### src/rtl/calc_sequencer_if.sv
// Operation request / result bundle between a controller and calc_sequencer.
// The controller side drives start/op/operands; the sequencer returns result and flags.
interface calc_sequencer_if #(
    parameter int DIG = 4
);
    logic              start;
    logic [1:0]        op;
    logic [4*DIG-1:0]  a;
    logic [4*DIG-1:0]  b;
    logic [4*DIG-1:0]  result;
    logic              neg;
    logic              ovf;
    logic              err;
    logic              busy;
    logic              done;

    modport master (
        output start, op, a, b,
        input  result, neg, ovf, err, busy, done
    );

    modport slave (
        input  start, op, a, b,
        output result, neg, ovf, err, busy, done
    );
endinterface

### src/rtl/calc_sequencer.sv
// Digit-serial packed-BCD add/subtract sequencer, one digit per clock, LSD first.
// A negative difference is rerun as B-A after a swap so the result is always a magnitude.
//
//   state  | meaning
//   IDLE   | waiting for start; outputs hold the last result
//   CALC   | processing digit idx_q of the captured operands
//   SWAP   | first subtract pass borrowed out; exchange A/B, mark negative
//   DONE   | publish result, pulse done, drop busy
module calc_sequencer #(
    parameter int DIG = 4
) (
    input  logic           clk,
    input  logic           rst,
    calc_sequencer_if.slave bus
);
    localparam int W  = 4 * DIG;
    localparam int IW = (DIG > 1) ? $clog2(DIG) : 1;

    localparam logic [1:0] S_IDLE = 2'd0;
    localparam logic [1:0] S_CALC = 2'd1;
    localparam logic [1:0] S_SWAP = 2'd2;
    localparam logic [1:0] S_DONE = 2'd3;

    localparam logic [IW-1:0] IDX_LAST = IW'(DIG - 1);

    logic [1:0]    state_q,  state_d;
    logic [W-1:0]  a_q,      a_d;
    logic [W-1:0]  b_q,      b_d;
    logic          sub_q,    sub_d;
    logic [IW-1:0] idx_q,    idx_d;
    logic          cy_q,     cy_d;
    logic [W-1:0]  acc_q,    acc_d;
    logic [W-1:0]  result_q, result_d;
    logic          neg_q,    neg_d;
    logic          ovf_q,    ovf_d;
    logic          err_q,    err_d;
    logic          busy_q,   busy_d;
    logic          done_q,   done_d;

    logic [3:0]    a_dig, b_dig, dig_out;
    logic [4:0]    sum5, dif5;
    logic          cy_next;
    logic          bad_in;

    function automatic logic has_non_bcd(input logic [W-1:0] v);
        logic bad;
        bad = 1'b0;
        for (int i = 0; i < DIG; i++) begin
            if (v[4*i +: 4] > 4'd9) bad = 1'b1;
        end
        return bad;
    endfunction

    always_comb begin
        a_dig = a_q[idx_q*4 +: 4];
        b_dig = b_q[idx_q*4 +: 4];
        sum5  = {1'b0, a_dig} + {1'b0, b_dig} + {4'b0, cy_q};
        dif5  = {1'b0, a_dig} - {1'b0, b_dig} - {4'b0, cy_q};
        // A negative 5-bit difference wraps; adding 10 to its low nibble gives d+10 mod 16.
        if (sub_q) begin
            cy_next = dif5[4];
            dig_out = dif5[4] ? (dif5[3:0] + 4'd10) : dif5[3:0];
        end else begin
            cy_next = (sum5 > 5'd9);
            dig_out = (sum5 > 5'd9) ? 4'(sum5 - 5'd10) : sum5[3:0];
        end
        bad_in = has_non_bcd(bus.a) || has_non_bcd(bus.b) || bus.op[1];
    end

    always_comb begin
        state_d  = state_q;
        a_d      = a_q;
        b_d      = b_q;
        sub_d    = sub_q;
        idx_d    = idx_q;
        cy_d     = cy_q;
        acc_d    = acc_q;
        result_d = result_q;
        neg_d    = neg_q;
        ovf_d    = ovf_q;
        err_d    = err_q;
        busy_d   = busy_q;
        done_d   = 1'b0;

        case (state_q)
            S_IDLE: begin
                if (bus.start) begin
                    a_d      = bus.a;
                    b_d      = bus.b;
                    sub_d    = bus.op[0];
                    idx_d    = '0;
                    cy_d     = 1'b0;
                    acc_d    = '0;
                    result_d = '0;
                    neg_d    = 1'b0;
                    ovf_d    = 1'b0;
                    err_d    = bad_in;
                    busy_d   = 1'b1;
                    state_d  = bad_in ? S_DONE : S_CALC;
                end
            end
            S_CALC: begin
                acc_d[idx_q*4 +: 4] = dig_out;
                cy_d = cy_next;
                if (idx_q == IDX_LAST) begin
                    if (sub_q && cy_next) begin
                        state_d = S_SWAP;
                    end else begin
                        ovf_d   = !sub_q && cy_next;
                        state_d = S_DONE;
                    end
                end else begin
                    idx_d = idx_q + 1'b1;
                end
            end
            S_SWAP: begin
                a_d     = b_q;
                b_d     = a_q;
                idx_d   = '0;
                cy_d    = 1'b0;
                neg_d   = 1'b1;
                state_d = S_CALC;
            end
            S_DONE: begin
                result_d = acc_q;
                done_d   = 1'b1;
                busy_d   = 1'b0;
                state_d  = S_IDLE;
            end
            default: state_d = S_IDLE;
        endcase
    end

    always_ff @(posedge clk or negedge rst) begin
        if (!rst) begin
            state_q  <= S_IDLE;
            a_q      <= '0;
            b_q      <= '0;
            sub_q    <= 1'b0;
            idx_q    <= '0;
            cy_q     <= 1'b0;
            acc_q    <= '0;
            result_q <= '0;
            neg_q    <= 1'b0;
            ovf_q    <= 1'b0;
            err_q    <= 1'b0;
            busy_q   <= 1'b0;
            done_q   <= 1'b0;
        end else begin
            state_q  <= state_d;
            a_q      <= a_d;
            b_q      <= b_d;
            sub_q    <= sub_d;
            idx_q    <= idx_d;
            cy_q     <= cy_d;
            acc_q    <= acc_d;
            result_q <= result_d;
            neg_q    <= neg_d;
            ovf_q    <= ovf_d;
            err_q    <= err_d;
            busy_q   <= busy_d;
            done_q   <= done_d;
        end
    end

    assign bus.result = result_q;
    assign bus.neg    = neg_q;
    assign bus.ovf    = ovf_q;
    assign bus.err    = err_q;
    assign bus.busy   = busy_q;
    assign bus.done   = done_q;
endmodule

### src/flat_wrapper.sv
// flat-port wrapper written by rule: the top's interface ports become plain ports
module calc_sequencer_flat 
#(
    parameter int DIG = 4
)
  (clk, rst, bus_start, bus_op, bus_a, bus_b, bus_result, bus_neg, bus_ovf, bus_err, bus_busy, bus_done);
  calc_sequencer_if #(.DIG(DIG)) bus_i ();
  input  logic clk;
  input  logic rst;
  input wire logic [$bits(bus_i.start)-1:0] bus_start;
  input wire logic [$bits(bus_i.op)-1:0] bus_op;
  input wire logic [$bits(bus_i.a)-1:0] bus_a;
  input wire logic [$bits(bus_i.b)-1:0] bus_b;
  output wire logic [$bits(bus_i.result)-1:0] bus_result;
  output wire logic [$bits(bus_i.neg)-1:0] bus_neg;
  output wire logic [$bits(bus_i.ovf)-1:0] bus_ovf;
  output wire logic [$bits(bus_i.err)-1:0] bus_err;
  output wire logic [$bits(bus_i.busy)-1:0] bus_busy;
  output wire logic [$bits(bus_i.done)-1:0] bus_done;
  assign bus_i.start = bus_start;
  assign bus_i.op = bus_op;
  assign bus_i.a = bus_a;
  assign bus_i.b = bus_b;
  assign bus_result = bus_i.result;
  assign bus_neg = bus_i.neg;
  assign bus_ovf = bus_i.ovf;
  assign bus_err = bus_i.err;
  assign bus_busy = bus_i.busy;
  assign bus_done = bus_i.done;
  calc_sequencer #(.DIG(DIG)) u_core (.clk(clk), .rst(rst), .bus(bus_i));
endmodule
### config.mk
export PLATFORM = sky130hd
export DESIGN_NAME = calc_sequencer_flat
export DESIGN_NICKNAME = d
export VERILOG_FILES = /design/src/rtl/calc_sequencer_if.sv /design/src/rtl/calc_sequencer.sv /design/src/flat_wrapper.sv
export SDC_FILE = /design/constraint.sdc
export NUM_CORES = 1
export LEC_CHECK = 0
export CAP_MARGIN = 20
export CORE_MARGIN = 8
export CORE_UTILIZATION = 50
export DETAILED_ROUTE_END_ITERATION = 8
export GPL_TIMING_DRIVEN = 0
export PLACE_DENSITY = 0.76
export SLEW_MARGIN = 30
export SYNTH_ARGS = -nofsm -noshare
export SYNTH_HDL_FRONTEND = slang
export SYNTH_SLANG_ARGS = --single-unit
### constraint.sdc
create_clock -name clk -period 8.79 [get_ports clk]
set_input_delay 0.879 -clock clk [delete_from_list [all_inputs] [get_ports clk]]
set_output_delay 0.879 -clock clk [all_outputs]
set_load 0.005 [all_outputs]
==> summary.md <==
| Metric | Value |
|---|---|
| Status | `completed` |
| Cell with the most instances after synthesis | `nand2_1` |
| Min Hold Slack | `between 0.4 and 0.5 ns` |
| Syn Nets | `459` |
| Critical path cell sequence | `buf_6 > clkbuf_1 > mux4_2 > fa_1 > fa_1 > xnor2_1 > inv_1 > ha_1 > inv_1 > o22ai_1 > a21oi_1 > or3_1 > a31o_2 > a22o_1` |
| Post-synth top area share | `0.466` |
| Final instance area | `4940 um^2` |
| DPL Wire Length | `between 7000 and 8000 um` |
| Dpl cell area | `4750 um^2` |
| CP top delay family | `adder cells` |
| Layout Skew | `0.0124 ns` |
| Period utilization | `0.493` |
| Critical Path Max Stage Delay | `approximately 0.63 ns` |
| Grt met3 use | `0.0499` |
| Total wire length | `about 11000 um` |
| Placer Congestion | `0.890` |
| H-tree depth | `3` |
| Crit path buf inv count | `4` |
| CP Launch Type | `flip-flop` |
| Vias in the first global route | `3459` |
| Slew @ Worst Pin | `0.835 ns` |
| WP data arrival | `4.58 ns` |
| Number of diodes | `0` |
| Final hold viol count | `0` |
| CTS tree | `yes` |
| Total CTS buffers | `9` |
| Top cells by area, synth | `dfrtp_1, o21ai_0, mux2i_1, nand2_1, ha_1` |
| DR iter-0 viols | `253` |
| Max_slew headroom | `0.438` |
| First-pass GRT wire length | `17700 um` |
| Top Ports | `58` |
| CP Max Fanout | `10` |
| Async set-reset flop share out of synthesis | `1.00` |
| Core Rows | `32` |
| YS warnings | `0` |
| Clk_lat worst skew | `approximately 0.35 ns` |
| GRT Overall Usage | `0.198` |
| Setup Crit Path Kind | `reg -> reg` |
| CTS Sinks | `75` |
| CP endpoint kind | `flip-flop` |
| Buffer count from post-CTS setup fixing | `0` |
| Syn avg cell area | `9.94 um^2` |
| Number of synthesized register bits | `75` |
| Final core utilization | `0.636` |
| Slowest cell on crit path | `mux4_2` |
| Layout cells sized above 1 | `0.0649` |
| Min Tclk post-route | `4.33 ns` |
| Starting Density | `0.518` |
| PortBufs | `57` |
| Layer with the highest usage | `met2` |
| Resize count post-CTS | `0` |
| Post-synth cell types | `46` |
| Drt via density | `about 5.9` |
| Drt wl/cell | `between 15 and 20 um` |
| Yosys top cell by area | `dfrtp_1` |
| Post-layout net count | `528` |
| # DRC | `0` |
| Post-Synthesis Cells | `roughly 410` |
| Layout area overhead | `22.7%` |
| Die area | `approximately 11000 um^2` |
| Top post-synthesis cells by count | `nand2_1, dfrtp_1, o21ai_0` |
| Met1 usage | `0.249` |
| DIE WIDTH | `106 um` |
| Hold_buf cts | `0` |
| Clock transition at path regs | `0.09 ns` |
| DR pass1 iterations | `5` |
| Setup TNS | `0 ns` |
| EDFF count, synth | `0` |
| Die height | `106 um` |
| Antenna violations before repair | `0` |
| Hold Crit Class | `in -> async` |
| Unrepaired setup endpoints after global routing | `false` |
| Main synth FF type | `dfrtp_1` |
| Fmax | `0.231 GHz` |
| Gr ovfl total | `0` |
| Max Slew Vio Count | `0` |
| Syn Std Cell Area | `4030 um^2` |
| Post-route ant nets | `0` |
| Endpoints failing setup | `0` |
| Core area | `7770 um^2` |
| Critical Path RT | `between 9 and 10 ns` |
| FILL cells | `657` |
| Largest net degree at the start of global routing | `46` |
| Clock tree buffer depth | `2` |
| DR vias | `roughly 3400` |
| Met2 GRT Util | `0.321` |
| Max-cap violations | `0` |
| Clock root cell | `clkbuf_8` |
| Seq/Total Area, Yosys | `0.466` |
sequential cells by signal (all words and copies together), names as in the netlist:
| register | count |
|---|---|
| u_core.a_q | 16 |
| u_core.acc_q | 16 |
| u_core.b_q | 16 |
| u_core.bus.result | 16 |
| u_core.idx_q | 2 |
| u_core.state_q | 2 |
| u_core.bus.busy | 1 |
| u_core.bus.done | 1 |
| u_core.bus.err | 1 |
| u_core.bus.neg | 1 |
| u_core.bus.ovf | 1 |
| u_core.cy_q | 1 |
| u_core.sub_q | 1 |
path summary, 6_finish.rpt:
| check | start | endpoint | slack, ns | depth (start not counted) |
|---|---|---|---|---|
| max in group asynchronous | rst | u_core.b_q[0] | 7.77 | 2 |
| min in group clk | u_core.acc_q[11] | u_core.bus.result[11] | 0.49 | 2 |
| min reg2reg | u_core.acc_q[11] | u_core.bus.result[11] | 0.49 | 2 |
| max | u_core.idx_q[0] | u_core.acc_q[9] | 4.46 | 14 |
| max reg2reg | u_core.idx_q[0] | u_core.acc_q[9] | 4.46 | 14 |
| min | rst | u_core.acc_q[15] | 0.46 | 1 |
final cells by class:
class,instances,area [um^2],area share
clock buffers,9,124,0.0251
flip-flops and latches,75,1880,0.380
clock inverters,6,65.1,0.0132
well taps,102,128,0.0258
multi-input cells,289,1980,0.402
repair buffers,58,596,0.121
plain buffers,20,87.6,0.0177
inverters,21,78.8,0.0160
cells by family (layout without fill, tap and decap cells):
family,Yosys count,in the layout,share of synthesized area
adder cells (fa/ha/maj),17,17,0.0603
multiplexers,41,41,0.130
buffers and inverters,41,114,0.0413
AO/OA/AOI/OAI,111,111,0.167
XOR/XNOR,3,3,0.00994
AND/OR/NAND/NOR,117,117,0.126
flip-flops,75,75,0.466
worst register-to-register path, stage by stage, from the launching register on:
cell and delay [ns]:
dfrtp_1 0.41, buf_6 0.16, clkbuf_1 0.50, mux4_2 0.63, fa_1 0.43, fa_1 0.41
xnor2_1 0.16, inv_1 0.12, ha_1 0.20, inv_1 0.09, o22ai_1 0.19, a21oi_1 0.10
or3_1 0.32, a31o_2 0.30, a22o_1 0.22
cells in the final DEF (no fill, tap or decap), drive strengths merged, types with 2 or more instances in the layout:
master / Yosys / layout
nand2: 83 / 83
dfrtp: 75 / 75
o21ai: 70 / 70
clkdlybuf4s50: 0 / 56
mux2i: 33 / 33
clkbuf: 15 / 24
inv: 20 / 21
ha: 13 / 13
a22o: 9 / 9
a21oi: 9 / 9
mux4: 8 / 8
buf: 5 / 7
nor2: 6 / 6
a21o: 5 / 5
nand2b: 5 / 5
nor3: 4 / 4
a32o: 4 / 4
fa: 4 / 4
clkinv: 1 / 4
nor2b: 3 / 3
and3: 3 / 3
o22ai: 3 / 3
nand4: 2 / 2
nand3: 2 / 2
nor4b: 2 / 2
or3: 2 / 2
and2: 2 / 2
o21bai: 2 / 2
a31o: 2 / 2
routing by layer:
layer,share of wire,wire length [um]
met5,0,0
met4,0.020,214
met3,0.069,729
met2,0.47,5030
met1,0.44,4660
per-stage QoR:
step | std cells | setup slack [ns]
after floorplan | 405 | 4.99
after global placement | 564 | 4.24
after detailed placement | 565 | 4.48
after CTS | 580 | 4.46
after global routing | 580 | 4.27
final | 580 | 4.46
Power is not shown: default switching activity piles up to over one toggle a cycle in this logic, so the estimate is an artifact.
